### config.mk
export PLATFORM = sky130hd
export DESIGN_NAME = data_ram
export DESIGN_NICKNAME = d
export VERILOG_FILES = /design/src/rtl/core_pkg.sv /design/src/rtl/byte_ram.sv /design/src/rtl/data_ram.sv
export SDC_FILE = /design/constraint.sdc
export NUM_CORES = 2
export LEC_CHECK = 0
export BUFFER_PORTS_ARGS = -buffer_cell sky130_fd_sc_hd__buf_2
export CAP_MARGIN = 10
export CORE_MARGIN = 4
export CORE_UTILIZATION = 40
export DETAILED_ROUTE_END_ITERATION = 8
export GPL_TIMING_DRIVEN = 0
export PLACE_DENSITY = 0.64
export SYNTH_ARGS = -nofsm -noshare
export SYNTH_HDL_FRONTEND = slang
export SYNTH_SLANG_ARGS = --single-unit
### constraint.sdc
create_clock -name clk -period 4.15 [get_ports clk]
set_input_delay 0.415 -clock clk [delete_from_list [all_inputs] [get_ports clk]]
set_output_delay 0.415 -clock clk [all_outputs]
set_load 0.05 [all_outputs]
### src/rtl/core_pkg.sv
// Shared types and constants for the core's memory-side blocks.
// Adds the data RAM request/response shapes, FSM states and strobe legality rule.
package core;

  typedef logic [31:0] word_t;
  typedef logic [3:0]  strb_t;

  localparam word_t       DATA_BASE = 32'h0000_0000;
  localparam int unsigned DATA_SIZE = 512;

  typedef struct packed {
    word_t addr;
    logic  write;
    strb_t strb;
    word_t wdata;
  } mem_req_t;

  typedef struct packed {
    word_t rdata;
    logic  err;
  } mem_rsp_t;

  typedef enum logic [1:0] {IDLE, WAIT_ST, RESP} ram_state_t;

  // Naturally aligned word, halfword and byte accesses only.
  function automatic logic strb_legal(input logic [1:0] addr_lo, input strb_t strb);
    logic ok;
    ok = 1'b0;
    case (strb)
      4'b1111, 4'b0011, 4'b0001: ok = (addr_lo == 2'd0);
      4'b0010:                   ok = (addr_lo == 2'd1);
      4'b1100, 4'b0100:          ok = (addr_lo == 2'd2);
      4'b1000:                   ok = (addr_lo == 2'd3);
      default:                   ok = 1'b0;
    endcase
    return ok;
  endfunction

endpackage

### src/rtl/byte_ram.sv
// DEPTH x 32-bit storage with per-byte write enables and registered read.
// Contents are never reset.
module byte_ram #(
  parameter int unsigned DEPTH = 128,
  parameter int unsigned AW    = 7
) (
  input  logic          clk,
  input  logic [AW-1:0] addr,
  input  logic [3:0]    we,
  input  logic          re,
  input  logic [31:0]   wdata,
  output logic [31:0]   rdata
);

  logic [3:0][7:0] mem [DEPTH];

  always_ff @(posedge clk) begin
    for (int unsigned b = 0; b < 4; b++) begin
      if (we[b]) mem[addr][b] <= wdata[8*b +: 8];
    end
    if (re) rdata <= mem[addr];
  end

endmodule

### src/rtl/data_ram.sv
// Data-side RAM with a valid/ready request channel, optional fixed wait states
// and a held response; faults on out-of-range addresses and misaligned strobes.
module data_ram
  import core::*;
#(
  parameter word_t       BASE  = DATA_BASE,
  parameter int unsigned DEPTH = DATA_SIZE / 4,
  parameter int unsigned WAIT  = 0
) (
  input  logic  clk,
  input  logic  reset,
  input  logic  req_valid,
  output logic  req_ready,
  input  word_t req_addr,
  input  logic  req_write,
  input  strb_t req_strb,
  input  word_t req_wdata,
  output logic  rsp_valid,
  input  logic  rsp_ready,
  output word_t rsp_rdata,
  output logic  rsp_err
);

  localparam int unsigned AW       = (DEPTH > 1) ? $clog2(DEPTH) : 1;
  localparam logic [2:0]  CNT_INIT = (WAIT == 0) ? 3'd0 : 3'(WAIT - 1);
  localparam logic [32:0] SPAN     = 33'(4 * DEPTH);

  ram_state_t state, state_nxt;
  logic [2:0] cnt, cnt_nxt;

  mem_req_t   req;
  mem_rsp_t   rsp;
  word_t      offset;
  logic       in_range, legal, accept, rd_ok, err_q;
  logic [3:0] we;
  logic       re;
  word_t      ram_rdata;

  assign req = '{addr: req_addr, write: req_write, strb: req_strb, wdata: req_wdata};

  // Subtract first, then bound the offset: avoids wrap when BASE+4*DEPTH overflows.
  assign offset   = req.addr - BASE;
  assign in_range = (req.addr >= BASE) && ({1'b0, offset} < SPAN);
  assign legal    = in_range && strb_legal(req.addr[1:0], req.strb);

  assign req_ready = (state == IDLE);
  assign accept    = req_valid && req_ready;
  assign we        = (accept && req.write && legal) ? req.strb : '0;
  assign re        = accept && !req.write && legal;

  byte_ram #(
    .DEPTH (DEPTH),
    .AW    (AW)
  ) u_byte_ram (
    .clk   (clk),
    .addr  (offset[AW+1:2]),
    .we    (we),
    .re    (re),
    .wdata (req.wdata),
    .rdata (ram_rdata)
  );

  always_ff @(posedge clk or posedge reset) begin
    if (reset) begin
      state <= IDLE;
      cnt   <= '0;
      rd_ok <= 1'b0;
      err_q <= 1'b0;
    end else begin
      state <= state_nxt;
      cnt   <= cnt_nxt;
      if (accept) begin
        rd_ok <= re;
        err_q <= !legal;
      end
    end
  end

  always_comb begin
    state_nxt = state;
    cnt_nxt   = cnt;
    case (state)
      IDLE: begin
        if (req_valid) begin
          if (WAIT == 0) begin
            state_nxt = RESP;
          end else begin
            state_nxt = WAIT_ST;
            cnt_nxt   = CNT_INIT;
          end
        end
      end
      WAIT_ST: begin
        if (cnt == 3'd0) state_nxt = RESP;
        else             cnt_nxt   = cnt - 3'd1;
      end
      RESP: begin
        if (rsp_ready) state_nxt = IDLE;
      end
      default: state_nxt = IDLE;
    endcase
  end

  // RAM output only moves on a load accept, so gating it holds data stable in RESP.
  assign rsp = '{rdata: rd_ok ? ram_rdata : '0, err: err_q};

  assign rsp_valid = (state == RESP);
  assign rsp_rdata = rsp.rdata;
  assign rsp_err   = rsp.err;

endmodule

# Yosys cells after proc, flatten, opt, wreduce, memory -nomap -nowiden

Memory sizes are Yosys's and may differ from the RTL's. A register that Yosys moved wholly into a read port is not among the register bits.
Cells that the tools add are included.

Equal/unequal tests: 15
Magnitude comparators: 2
Reductions and logical operators: 16
Bitwise logic cells: 1
Multiplexer cells: 15
$add $sub $neg: 1

Operators by type and width:

| kind                                                          | count |
|---|---|
| >= comparator 32 x 1 -> 1 bit (second input constant)         | 1 |
| less-than comparator 32 x 10 -> 1 bit (second input constant) | 1 |
| 2-to-1 mux 32 bit                                             | 1 |
| == test 4 bit (second input constant)                         | 3 |
| == test 4 x 2 -> 1 bit (second input constant)                | 2 |
| 2-to-1 mux 1 bit                                              | 8 |
| logical AND 1 bit                                             | 7 |
| == test 2 bit (second input constant)                         | 3 |
| 2-to-1 mux 2 bit                                              | 3 |
| case mux 2 bit (3 select lines)                               | 1 |
| == test 2 x 1 -> 1 bit (second input constant)                | 2 |
| == test 4 x 1 -> 1 bit (second input constant)                | 1 |
| == test 4 x 3 -> 1 bit (second input constant)                | 1 |
| logical NOT 2 bit                                             | 2 |
| 2-to-1 mux 4 bit                                              | 1 |
| inequality test 2 bit (second input constant)                 | 2 |
| case mux 1 bit (4 select lines)                               | 1 |
| logical NOT 3 bit                                             | 1 |
| AND reduction 3 bit                                           | 1 |
| OR reduction 3 bit                                            | 1 |
| subtractor 3 x 1 -> 3 bit (second input constant)             | 1 |
| logical NOT 1 bit                                             | 2 |
| inequality test 2 x 1 -> 1 bit (second input constant)        | 1 |
| AND reduction 2 bit                                           | 1 |
| other kinds (2)                                               | 2 |

Input bits: 73
Memory bits (writable): 4,096
Register bits after elaboration: 7
Output and inout bits: 35
Memories kept: 1

Memories:

| memory         | depth | width | read ports | clocked after Yosys merged registers in | wr ports | line           | RTL |
|---|---|---|---|---|---|---|---|
| u_byte_ram.mem | 128   | 32    | 1          | 1                                       | 1        | byte_ram.sv:15 | `logic [3:0][7:0] mem [DEPTH];` |

# Longest topological paths before layout

Depth in word-level cells: 8
Gate-level depth with buffers: 10
Gate-level depth less buffers: 5

# Modules after synthesis

From an unflattened synthesis, not the netlist that was laid out.

Cells, all modules: 9,667
Area, all modules: 160,734.2 sq um

Modules (own cells, without submodules):

| module   | times used | cells each | sequential area each (sq um) | area an instance (sq um) |
|---|---|---|---|---|
| byte_ram | 1          | 9,595      | 123,958.9                    | 160,217.4 |
| data_ram | 1          | 72         | 75.1                         | 516.7 |

# Worst setup path before layout

No wires, ideal clock.

Path kind: input -> register
Start point: in req_addr[2]
End point: reg u_byte_ram.rdata[31], read port of u_byte_ram.mem, data pin
Slack: 966 ps
Buffers on the path: 3
Stages: 7
Setup time: 260 ps
Arrival: 2,924 ps
Path through: clkbuf_1 buf_2 clkbuf_1 mux4_2 mux4_2 mux4_2 mux2_2

Longest elaborated chain between the ends: 4
Elaborated cells between the ends (all ways): 5
Classes of those cells: 2 x order compare; 3 x reduce/logical

RTL lines:

| element                                                                                | line           | RTL |
|---|---|---|
| from (decl)                                                                            | data_ram.sv:14 | `input word_t req_addr,` |
| >= comparator 32 x 1 -> 1 bit or less-than comparator 32 x 10 -> 1 bit (tied branches) | data_ram.sv:43 | `assign in_range = (req.addr >= BASE) && ({1'b0, offset} < SPAN);` |
| logical AND 1 bit                                                                      | data_ram.sv:43 |  |
| logical AND 1 bit                                                                      | data_ram.sv:44 | `assign legal = in_range && strb_legal(req.addr[1:0], req.strb);` |
| logical AND 1 bit                                                                      | data_ram.sv:49 | `assign re = accept && !req.write && legal;` |
| to (decl)                                                                              | byte_ram.sv:12 | `output logic [31:0] rdata` |

Parallel ways exist; a longest one is shown, timed or not.
A chain may end at the register's enable or synchronous reset.

# Worst setup path in the final report

Start point: in req_addr[5]
End point: mem u_byte_ram.mem[88][12] (netlist bit) (enable)

Longest elaborated chain between the ends: 7
Elaborated cells between the ends (all ways): 8
Classes of those cells: 2 x order compare; 3 x mux; 3 x reduce/logical

RTL lines:

| element                                                                                | line           | RTL |
|---|---|---|
| >= comparator 32 x 1 -> 1 bit or less-than comparator 32 x 10 -> 1 bit (tied branches) | data_ram.sv:43 |  |
| logical AND 1 bit                                                                      | data_ram.sv:43 |  |
| logical AND 1 bit                                                                      | data_ram.sv:44 |  |
| logical AND 1 bit                                                                      | data_ram.sv:48 | `assign we = (accept && req.write && legal) ? req.strb : '0;` |
| 2-to-1 mux 4 bit                                                                       | data_ram.sv:48 |  |
| 2-to-1 mux 1 bit                                                                       | byte_ram.sv:19 | `if (we[b]) mem[addr][b] <= wdata[8*b +: 8];` |
| 2-to-1 mux 1 bit (not written as such)                                                 | byte_ram.sv:19 |  |
| to (decl)                                                                              | byte_ram.sv:15 |  |

Parallel ways exist; a longest one is shown, timed or not.

==> results.cfg <==
[power]
power_density_nw_per_um2 = 481.1
p_leak_nw = 54.72
p_sw_w = 0.01899
swShare = 0.2172
seq_power_share = 0.525
clockPowerShare = 0.420
pwr-share-comb = 0.056
peakVddDrop_mv = 0.3784
power_w = 0.08746
p_int_w = 0.06847

[yosys]
netlist_instances = 6625
synthesis.area_sq_um = 159200
synthesis.nets = 6698
synth-seq-cells = 4131
synth.distinct_cells = 28
syn_area_per_cell_sq_um = 24.03
synth_seq_area_share = 0.7793
yosysWarnings = 0

[layout]
layout_common_cells = edfxtp_1 (4128), mux4_2 (1344), clkbuf_16 (411)
stdcell_count = 12840
final_common_cell = edfxtp_1
drive_gt1_frac = 0.3173
final_nets = 7295
syn2layout_area_growth_pct = 14.22

[sta]
hold_viol = 0
finalSetupViolCount = 68
period_minus_slack_ns = 4.209
min_period_over_period = 1.014
rsz0062_at_grt = true
drv_slew = 0
max_slew_margin = 0.08361
hold_slack_ns = 0.006357
skew_ns = 0.06375
fmax_mhz = 237.6
layout_setup_ws_ns = -0.05861
worstMarginPinSlew_ns = 1.375

[setup_path]
path_buf_inv = 3
max_stage_delay_ns = 0.79
worstRegToRegCells = 7
cp-end-kind = flop
crit_family = simple AND/OR/NAND/NOR gates
r2r-end = u_byte_ram.mem[124][10]$_DFFE_PP_
crit_cells = 7
arrival_ns = 4.82
cp_max_fo = 10
cp-endpoint = u_byte_ram.mem[88][12]$_DFFE_PP_
crit_chain = clkbuf_2 > buf_2 > clkdlybuf4s15_1 > nand2_1 > nor2_1 > nand2_1 > nor2_1
cp_slowest_cell = clkdlybuf4s15_1
startpoint = req_addr[5]
cp.required_ns = 4.77
path_class = in -> reg
start_kind = input pin
reg2reg_slack_ns = -0.01
r2r_start = state[1]$_DFFE_PP0P_

[clock_tree]
cts_buffers = 406
clock_latency_ns = 1.02
cts_sinks = 4131
cts.clk_slew.worst_paths_ns = 0.06
htree_levels = 5
cts_buffer_depth = 4
cts-root-buf = clkbuf_16
cts_tree = yes

[floorplanning]
num_rows = 231
start_util = 0.4017
fp.coreArea_sq_um = 396300
chipWidth_um = 638.8
ios = 108
die_h_um = 638.8
die-area_sq_um = 408100

[global_route]
grt_pass1_vias = 75930
antenna_found_initial = 56
overflow = 0
grt_first_pass_wirelength_mm = 628.2
grt_max_degree = 97
grt.total_usage = 0.2229

[detailed_routing]
drt-total-wl_mm = 460.9
routedWlPerCell_um = 35.89
vias = 76930
first_iter_violations = 12740
detail-route-antenna-nets = 0
firstDrtPassIters = 7
drc = 0
via_per_inst = 5.990

[place]
io_buffers = 101
finalWeightedCongestion = 0.9463
dp_hpwl_mm = 322.3
placedCellCount = 12020

[min_path]
worstHoldPathType = in -> reg

[job]
max_cap_viol_count = 0

[run_status]
outcome = complete, but fails checks
violations = negative setup slack
-- layout make-up --
| type | instances | area (sq um) |
|---|---|---|
| fillers | 31980 | 214500 |
| flip-flops and latches | 4131 | 124000 |
| multi-input cells | 2112 | 33990 |
| clock buffers | 466 | 10470 |
| well taps | 5242 | 6559 |
| clock inverters | 274 | 2710 |
| repair buffers | 191 | 2301 |
| plain buffers | 376 | 1603 |
| diodes | 46 | 115.1 |
| inverters | 4 | 15.01 |
-- per-stage QoR --
stage          worst slack (ns)  utilization  instance area (sq um)  TNS (ns)
2_1_floorplan            0.9660            -                 159200         0
3_3_place_gp             -3.562       0.4195                 166200  -9726.27
3_5_place_dp             -1.959       0.4232                 167700  -4613.93
4_1_cts                -0.02670       0.4578                 181400   -0.2175
5_1_grt                -0.05890       0.4586                 181700    -1.346
6_report               -0.05861       0.4588                 181800    -1.213
-- Yosys cell counts --
cell | count | area [sq um]
a21oi_1 | 2 | 10.01
and2_1 | 34 | 212.7
and3_1 | 3 | 18.77
and3b_1 | 1 | 8.760
buf_1 | 38 | 142.6
buf_2 | 92 | 460.4
buf_6 | 1 | 11.26
clkbuf_1 | 247 | 927.1
dfrtp_1 | 3 | 75.07
edfxtp_1 | 4128 | 124000
inv_1 | 4 | 15.01
mux2_2 | 32 | 360.4
mux4_2 | 1344 | 30270
nand2_1 | 130 | 488.0
nand2b_1 | 5 | 31.28
nand3_1 | 2 | 10.01
nand4_1 | 2 | 12.51
nor2_1 | 533 | 2001
nor2b_1 | 3 | 18.77
nor3_1 | 5 | 25.02
nor4_1 | 5 | 31.28
nor4b_1 | 1 | 8.760
o2111ai_1 | 3 | 26.28
o21a_1 | 1 | 7.510
o21ai_0 | 2 | 10.01
o21bai_1 | 1 | 7.510
o22ai_1 | 1 | 6.260
or2_2 | 2 | 12.51
-- how the worst min path moves through the flow --
stage | startpoint | endpoint | depth (start not counted)
6_report | req_wdata[21] | u_byte_ram.mem[16][21]$_DFFE_PP_ | 1
5_1_grt | req_wdata[21] | u_byte_ram.mem[16][21]$_DFFE_PP_ | 1
4_1_cts | req_wdata[21] | u_byte_ram.mem[16][21]$_DFFE_PP_ | 1
3_5_place_dp | reset | state[1]$_DFFE_PP0P_ | 2
3_3_place_gp | reset | state[1]$_DFFE_PP0P_ | 2
2_1_floorplan | reset | rd_ok$_DFFE_PP0P_ | 1
-- power by group through the flow --
stage          Clock, W  Sequential (W)  Combinational (W)
3_3_place_gp          0          0.0469            0.00453
5_1_grt          0.0388          0.0459            0.00494
6_report         0.0367          0.0459            0.00486
2_1_floorplan         0          0.0468            0.00214
3_5_place_dp          0          0.0468            0.00477
4_1_cts          0.0370          0.0459            0.00481
-- sequential cells by signal, indices dropped and copies added, names as in the netlist --
| register | count |
|---|---|
| u_byte_ram.rdata | 32 |
| u_byte_ram.mem | 4096 |
| state | 1 |
| rsp_err | 1 |
| rd_ok | 1 |
-- logic make-up (layout without fill, tap and decap cells) --
group                  after synthesis  in the layout  share of synthesized area
muxes                             1376           1376                     0.1924
other                                0             46                          0
and+or+nand+nor                    726            726                    0.01809
DFF                               4131           4131                     0.7793
AOI/OAI and AO/OA                   10             10                  0.0004246
buffers and inverters              382           1311                   0.009779
-- timing repair --
item,in CTS,in global routing
buffers inserted,0,0
setup endpoints to repair,2616,946
hold endpoints to repair,807,0
hold buffers,29,0
resized for setup,94,71
-- per-layer routing --
metal / vias to the layer above / wire length [um] / global-route usage
met5: - / 54 / 0
met4: 8 / 26540 / 0.1170
met3: 838 / 50200 / 0.05251
met2: 4998 / 214900 / 0.3400
met1: 41440 / 169200 / 0.2999
li1: 29650 / - / -
No activity file was read; power rests on OpenSTA's default activity.
